<file path="src/rtl/unit_test_result_pkg.sv">
// Shared types for the unit-test result tracker: verdict codes, FSM states,
// the default-width result record and the verdict rule.
package unit_test_result_pkg;

  localparam int ID_W_DEF  = 8;
  localparam int CNT_W_DEF = 16;

  typedef enum logic [1:0] {
    VERDICT_PASS    = 2'd0,
    VERDICT_FAIL    = 2'd1,
    VERDICT_EMPTY   = 2'd2,
    VERDICT_TIMEOUT = 2'd3
  } verdict_e;

  typedef enum logic [1:0] {
    ST_IDLE    = 2'd0,
    ST_RUNNING = 2'd1,
    ST_STALL   = 2'd2
  } state_e;

  typedef struct packed {
    logic [ID_W_DEF-1:0]  id;
    logic [CNT_W_DEF-1:0] pass_cnt;
    logic [CNT_W_DEF-1:0] fail_cnt;
    verdict_e             verdict;
  } result_rec_t;

  // Any failing check dominates; a test with no checks at all is EMPTY.
  function automatic verdict_e calc_verdict(input logic any_fail, input logic any_pass);
    if (any_fail)      return VERDICT_FAIL;
    else if (!any_pass) return VERDICT_EMPTY;
    else               return VERDICT_PASS;
  endfunction

endpackage

</file>
<file path="src/rtl/unit_test_result_fifo.sv">
// Synchronous FIFO of result records. A push is accepted when not full, or
// when full but a pop happens in the same cycle (the pop frees the slot).
module unit_test_result_fifo
  import unit_test_result_pkg::*;
#(
  parameter type rec_t = result_rec_t,
  parameter int  DEPTH = 4
) (
  input  logic clk,
  input  logic rst,
  input  logic push,
  input  rec_t push_data,
  input  logic pop,
  output rec_t head,
  output logic full,
  output logic empty
);

  localparam int AW = $clog2(DEPTH);

  rec_t        mem [DEPTH];
  logic [AW:0] wr_ptr;
  logic [AW:0] rd_ptr;
  logic        do_push;
  logic        do_pop;

  assign empty   = (wr_ptr == rd_ptr);
  assign full    = (wr_ptr[AW-1:0] == rd_ptr[AW-1:0]) && (wr_ptr[AW] != rd_ptr[AW]);
  assign do_pop  = pop && !empty;
  assign do_push = push && (!full || do_pop);
  assign head    = mem[rd_ptr[AW-1:0]];

  // Storage write; contents need no reset since empty gates visibility.
  always_ff @(posedge clk) begin
    if (do_push) mem[wr_ptr[AW-1:0]] <= push_data;
  end

  // Read/write pointers with a wrap bit to tell full from empty.
  always_ff @(posedge clk) begin
    if (rst) begin
      wr_ptr <= '0;
      rd_ptr <= '0;
    end else begin
      if (do_push) wr_ptr <= wr_ptr + 1'b1;
      if (do_pop)  rd_ptr <= rd_ptr + 1'b1;
    end
  end

endmodule

</file>
<file path="src/rtl/unit_test_result_tracker.sv">
// Unit-test result tracker: follows start/check/end events from the on-chip
// harness, counts checks per test and queues one verdict record per test to
// the logger over valid/ready.
// Handshake: a record transfers in a cycle where res_valid && res_ready;
// while res_valid is high and res_ready low, res_* hold steady.
// Optional watchdog: define UNIT_TEST_TIMEOUT_EN to close silent tests with
// a TIMEOUT verdict after TIMEOUT_CYCLES cycles without a check.
module unit_test_result_tracker
  import unit_test_result_pkg::*;
#(
  parameter int ID_W           = ID_W_DEF,
  parameter int CNT_W          = CNT_W_DEF,
  parameter int FIFO_DEPTH     = 4,
  parameter int TIMEOUT_CYCLES = 1024
) (
  input  logic             clk,
  input  logic             rst,
  input  logic             start_valid,
  input  logic [ID_W-1:0]  start_id,
  input  logic             check_valid,
  input  logic             check_pass,
  input  logic             end_valid,
  output logic             busy,
  output logic             res_valid,
  input  logic             res_ready,
  output logic [ID_W-1:0]  res_id,
  output logic [CNT_W-1:0] res_pass_cnt,
  output logic [CNT_W-1:0] res_fail_cnt,
  output logic [1:0]       res_verdict,
  output logic [CNT_W-1:0] total_run,
  output logic [CNT_W-1:0] total_failed,
  output logic             proto_err,
  output state_e           dbg_state
);

  typedef struct packed {
    logic [ID_W-1:0]  id;
    logic [CNT_W-1:0] pass_cnt;
    logic [CNT_W-1:0] fail_cnt;
    verdict_e         verdict;
  } rec_t;

  state_e           state;
  logic [ID_W-1:0]  cur_id;
  logic [CNT_W-1:0] pass_cnt, fail_cnt;
  logic [CNT_W-1:0] pass_nx, fail_nx;
  rec_t             hold_rec, rec_run, push_rec, head;
  logic             fifo_full, fifo_empty, fifo_push, fifo_pop;
  logic             can_push, finish_run, push_failed, wd_expire;

`ifdef UNIT_TEST_TIMEOUT_EN
  localparam int WD_W = $clog2(TIMEOUT_CYCLES + 1);
  logic [WD_W-1:0] wd_cnt;

  assign wd_expire = (state == ST_RUNNING) && !check_valid && !end_valid &&
                     (wd_cnt == WD_W'(TIMEOUT_CYCLES - 1));

  // Watchdog: counts RUNNING cycles since the start or the latest check.
  always_ff @(posedge clk) begin
    if (rst || state != ST_RUNNING || check_valid) wd_cnt <= '0;
    else if (!wd_expire)                           wd_cnt <= wd_cnt + 1'b1;
  end
`else
  // No watchdog in this build: expiry is constant-false.
  assign wd_expire = (TIMEOUT_CYCLES < 0);
`endif

  assign fifo_pop   = !fifo_empty && res_ready;
  assign can_push   = !fifo_full || fifo_pop;
  assign finish_run = (state == ST_RUNNING) && (end_valid || wd_expire);
  assign fifo_push  = (finish_run || state == ST_STALL) && can_push;

  // Next counts (a check coincident with end is included) and the record.
  always_comb begin
    pass_nx = pass_cnt;
    fail_nx = fail_cnt;
    if (check_valid && check_pass && !(&pass_cnt))  pass_nx = pass_cnt + CNT_W'(1);
    if (check_valid && !check_pass && !(&fail_cnt)) fail_nx = fail_cnt + CNT_W'(1);
    rec_run.id       = cur_id;
    rec_run.pass_cnt = pass_nx;
    rec_run.fail_cnt = fail_nx;
    rec_run.verdict  = wd_expire ? VERDICT_TIMEOUT : calc_verdict(|fail_nx, |pass_nx);
    push_rec    = (state == ST_STALL) ? hold_rec : rec_run;
    push_failed = (push_rec.verdict == VERDICT_FAIL) || (push_rec.verdict == VERDICT_TIMEOUT);
  end

  // Test-sequencing FSM, per-test counters, protocol flag and totals.
  always_ff @(posedge clk) begin
    if (rst) begin
      state        <= ST_IDLE;
      cur_id       <= '0;
      pass_cnt     <= '0;
      fail_cnt     <= '0;
      hold_rec     <= '0;
      proto_err    <= 1'b0;
      total_run    <= '0;
      total_failed <= '0;
    end else begin
      case (state)
        ST_IDLE: begin
          if (check_valid || end_valid) proto_err <= 1'b1;
          if (start_valid) begin
            cur_id   <= start_id;
            pass_cnt <= '0;
            fail_cnt <= '0;
            state    <= ST_RUNNING;
          end
        end
        ST_RUNNING: begin
          pass_cnt <= pass_nx;
          fail_cnt <= fail_nx;
          if (start_valid && !end_valid) proto_err <= 1'b1;
          if (finish_run) begin
            if (can_push) begin
              state <= ST_IDLE;
            end else begin
              hold_rec <= rec_run;
              state    <= ST_STALL;
            end
          end
        end
        ST_STALL: begin
          if (start_valid || check_valid || end_valid) proto_err <= 1'b1;
          if (can_push) state <= ST_IDLE;
        end
        default: state <= ST_IDLE;
      endcase
      if (fifo_push) begin
        if (!(&total_run)) total_run <= total_run + CNT_W'(1);
        if (push_failed && !(&total_failed)) total_failed <= total_failed + CNT_W'(1);
      end
    end
  end

  unit_test_result_fifo #(
    .rec_t (rec_t),
    .DEPTH (FIFO_DEPTH)
  ) u_fifo (
    .clk       (clk),
    .rst       (rst),
    .push      (fifo_push),
    .push_data (push_rec),
    .pop       (fifo_pop),
    .head      (head),
    .full      (fifo_full),
    .empty     (fifo_empty)
  );

  // Output fields show the FIFO head, zero when nothing is queued.
  always_comb begin
    res_valid    = !fifo_empty;
    res_id       = '0;
    res_pass_cnt = '0;
    res_fail_cnt = '0;
    res_verdict  = '0;
    if (res_valid) begin
      res_id       = head.id;
      res_pass_cnt = head.pass_cnt;
      res_fail_cnt = head.fail_cnt;
      res_verdict  = head.verdict;
    end
  end

  assign busy      = (state != ST_IDLE);
  assign dbg_state = state;

endmodule

</file>
<file path="config.mk">
export PLATFORM = sky130hd
export DESIGN_NAME = unit_test_result_tracker
export DESIGN_NICKNAME = d
export VERILOG_FILES = /design/src/rtl/unit_test_result_pkg.sv /design/src/rtl/unit_test_result_fifo.sv /design/src/rtl/unit_test_result_tracker.sv
export SDC_FILE = /design/constraint.sdc
export NUM_CORES = 1
export LEC_CHECK = 0
export ABC_AREA = 1
export CAP_MARGIN = 0
export CORE_MARGIN = 2
export CORE_UTILIZATION = 40
export DETAILED_ROUTE_END_ITERATION = 8
export GPL_TIMING_DRIVEN = 0
export PLACE_DENSITY_LB_ADDON = 0.08
export SLEW_MARGIN = 10
export SYNTH_ARGS = -nofsm -noshare
export SYNTH_HDL_FRONTEND = slang
export SYNTH_SLANG_ARGS = --single-unit
</file>
<file path="constraint.sdc">
create_clock -name clk -period 4.9 [get_ports clk]
set_input_delay 1.47 -clock clk [delete_from_list [all_inputs] [get_ports clk]]
set_output_delay 1.47 -clock clk [all_outputs]
set_load 0.02 [all_outputs]
</file>
==> results_dict.tcl <==
set metrics [dict create \
    yosysUniqueCellTypes 40 \
    worstPathRequired_ns 3.43 \
    wirelength_um 35100 \
    finalSetupViolCount 0 \
    fin_area_mm2 0.0163 \
    antenna_found_initial 1 \
    seqPwrFrac 0.439 \
    place_congestion 0.864 \
    p_comb_frac 0.119 \
    rrSetupSlack_ns 1.72 \
    clock-sinks 293 \
    yosys_register_bits 293 \
    period_minus_slack_ns 4.61 \
    overflow 0 \
    crit_type "reg2out" \
    fin_skew_ns 0.0130 \
    p_sw_frac 0.245 \
    die_h_um 187 \
    grt_setup_unrepaired "false" \
    core-area_mm2 0.0327 \
    crit_fanout 10 \
    timing.hold.ws_ns 0.445 \
    first_global_vias 10400 \
    grt_use_met1 0.278 \
    clk_latency_ns 0.51 \
    final_cell_mix "nand2_1, nor2_1, inv_1, edfxtp_1, o21ai_0" \
    worstSetupStartpointType "flop" \
    syn_nets 1576 \
    die_area_mm2 0.0349 \
    ir_drop_mv 0.182 \
    ys_seq_area_frac 0.565 \
    drive_gt1_frac 0.0643 \
    std_cell_rows 66 \
    pre_cts_slack_ns 0.323 \
    synth_flop_cell "edfxtp_1" \
    fin_total_pwr_mw 6.02 \
    ff2ff_path_depth 11 \
    cts.path.max_buffers 3 \
    wire_per_inst_um 16.3 \
    r2r-end "u_fifo.mem[3][11]" \
    drc 0 \
    placed_area_mm2 0.0151 \
    cap_violations 0 \
    slowest_delay_ns 0.59 \
    power_frac_clock 0.442 \
    grt_max_degree 22 \
    fin_nets 1713 \
    crit_chain "clkbuf_1 -> inv_1 -> clkbuf_2 -> buf_1 -> nor2_1 -> o32ai_1 -> nand2_1 -> inv_1 -> clkdlybuf4s50_1" \
    final-max-slew-violation-count 0 \
    area_delta_synth_final_pct 21.8 \
    ios 94 \
    hp-class "reg2reg" \
    worst_ep_arrival_time_ns 3.14 \
    switchingPower_mw 1.47 \
    vias_per_cell 4.99 \
    cts-root-buf "clkbuf_16" \
    cp-end-kind "primary output" \
    antenna_left 0 \
    htree_levels 2 \
    cp_num_buf_inv 6 \
    cts.reportedPaths.clkPinSlew_ns 0.05 \
    cts_tree "yes" \
    dr.first_iter.drc_count 595 \
    slew_headroom 0.475 \
    p_int_mw 4.55 \
    cp_slowest_cell "clkdlybuf4s50_1" \
    status "complete, no violations" \
    synth_area_mm2 0.0134 \
    crit_family "buffers and inverters" \
    grt_pass1_wl_um 56200 \
    synthArstFlopShare 0 \
    tns_ns 0 \
    hold_viol 0 \
    initial_core_util 0.408 \
    synth_edf_count 168 \
    vias 10700 \
    busiest_layer "met2" \
    grtUsageTotal 0.201 \
    cp_common_cell "inv_1" \
    fin_ws_ns 0.294 \
    use_met3 0.0340 \
    power_density_mw_per_mm2 370 \
    dp_hpwl_um 24500 \
    worst_pin_slew_ns 0.785 \
    first_pass_iters 5 \
    power_leakage_nw 6.18 \
    endpoint "res_fail_cnt[8]" \
    port_buffers 93 \
    worstReg2RegStart "dbg_state[1]" \
    die_x_um 187 \
    fin_crit_sh 0.940 \
    fillers 3165 \
    ys_warn_count 0 \
    diodes 0 \
    cts_inserted_buffers 34 \
    final_common_cell "nand2_1" \
    cp.depth 9 \
    avgSynthCellArea_um2 8.61 \
    syn_inst 1552 \
    grt_use_met2 0.332 \
    cts_hold_buf 0 \
    fmax_ghz 0.217 \
]
-- cell families after synthesis --
| kind of cell | synth area share |
|---|---|
| buf+inv | 0.0778 |
| compound gates | 0.124 |
| flops | 0.565 |
| fa+ha+maj | 0.00843 |
| xor+xnor | 0.0131 |
| simple gates | 0.211 |
-- registers in the layout, indices dropped and copies added (netlist names), named ones only --
| name | cells |
|---|---|
| cur_id | 8 |
| pass_cnt | 16 |
| u_fifo.wr_ptr | 3 |
| proto_err | 1 |
| fail_cnt | 16 |
| total_failed | 16 |
| u_fifo.rd_ptr | 3 |
| total_run | 16 |
| hold_rec | 42 |
| dbg_state | 2 |
| u_fifo.mem | 168 |
-- how the worst min path moves through the flow --
stage,from,endpoint,slack (ns),depth (start not counted)
after floorplan,hold_rec[34],hold_rec[34],0.42,2
after global placement,hold_rec[38],hold_rec[38],0.43,2
after detailed placement,hold_rec[39],hold_rec[39],0.44,2
after CTS,hold_rec[36],hold_rec[36],0.45,2
after global routing,hold_rec[39],hold_rec[39],0.47,2
final,hold_rec[36],hold_rec[36],0.45,2
-- worst min-delay path: stages (launching register included) --
cell     delay [ns]
dfxtp_1        0.29
inv_1          0.05
a21oi_1        0.05
-- stage by stage --
stage / util / cells
after CTS: 0.497 / 2154
after global routing: 0.497 / 2154
final: 0.497 / 2154
after global placement: 0.454 / 2087
after detailed placement: 0.461 / 2095
after floorplan: - / 1552
-- power by group through the flow --
stage / clock (mW) / sequential [mW] / combinational, mW
global route: 2.83 / 2.64 / 0.784
finish: 2.66 / 2.64 / 0.715
detailed placement: 0 / 2.69 / 0.720
global placement: 0 / 2.70 / 0.709
floorplan: 0 / 2.69 / 0.407
CTS: 2.72 / 2.64 / 0.723
-- metal layers --
layer,up-vias,part of all wire
met5,-,0.00037
met4,2,0.018
met3,52,0.045
met2,227,0.46
met1,5030,0.48
li1,5437,-
-- synth_stat cells (19+ instances only) --
master    instances  share of area
clkbuf_1         58          0.016
o21ai_0         149          0.056
nand3_1          63          0.024
o32ai_1          42          0.028
nand2_1         301          0.085
dfxtp_1         125           0.19
inv_1           187          0.053
nand4_1          19         0.0089
nor3_1           19         0.0071
edfxtp_1        168           0.38
a21oi_1          86          0.032
nor2_1          231          0.065
-- final cells by class --
class,instances,area [um^2],share of cell area
Tap cell,442,553,0.0340
Clock buffer,38,918,0.0565
Inverter,193,727,0.0447
Multi-Input combinational cell,990,4800,0.295
Buffer,76,318,0.0195
Sequential cell,293,7550,0.464
Clock inverter,21,256,0.0158
Timing Repair Buffer,101,1140,0.0703
-- repair_timing --
action / 4_1_cts / 5_1_grt
setup endpoints to repair: 5 / 34
gates resized for setup: 2 / 6
setup buffers: 0 / 0
Power figures use the tool's default switching activity.
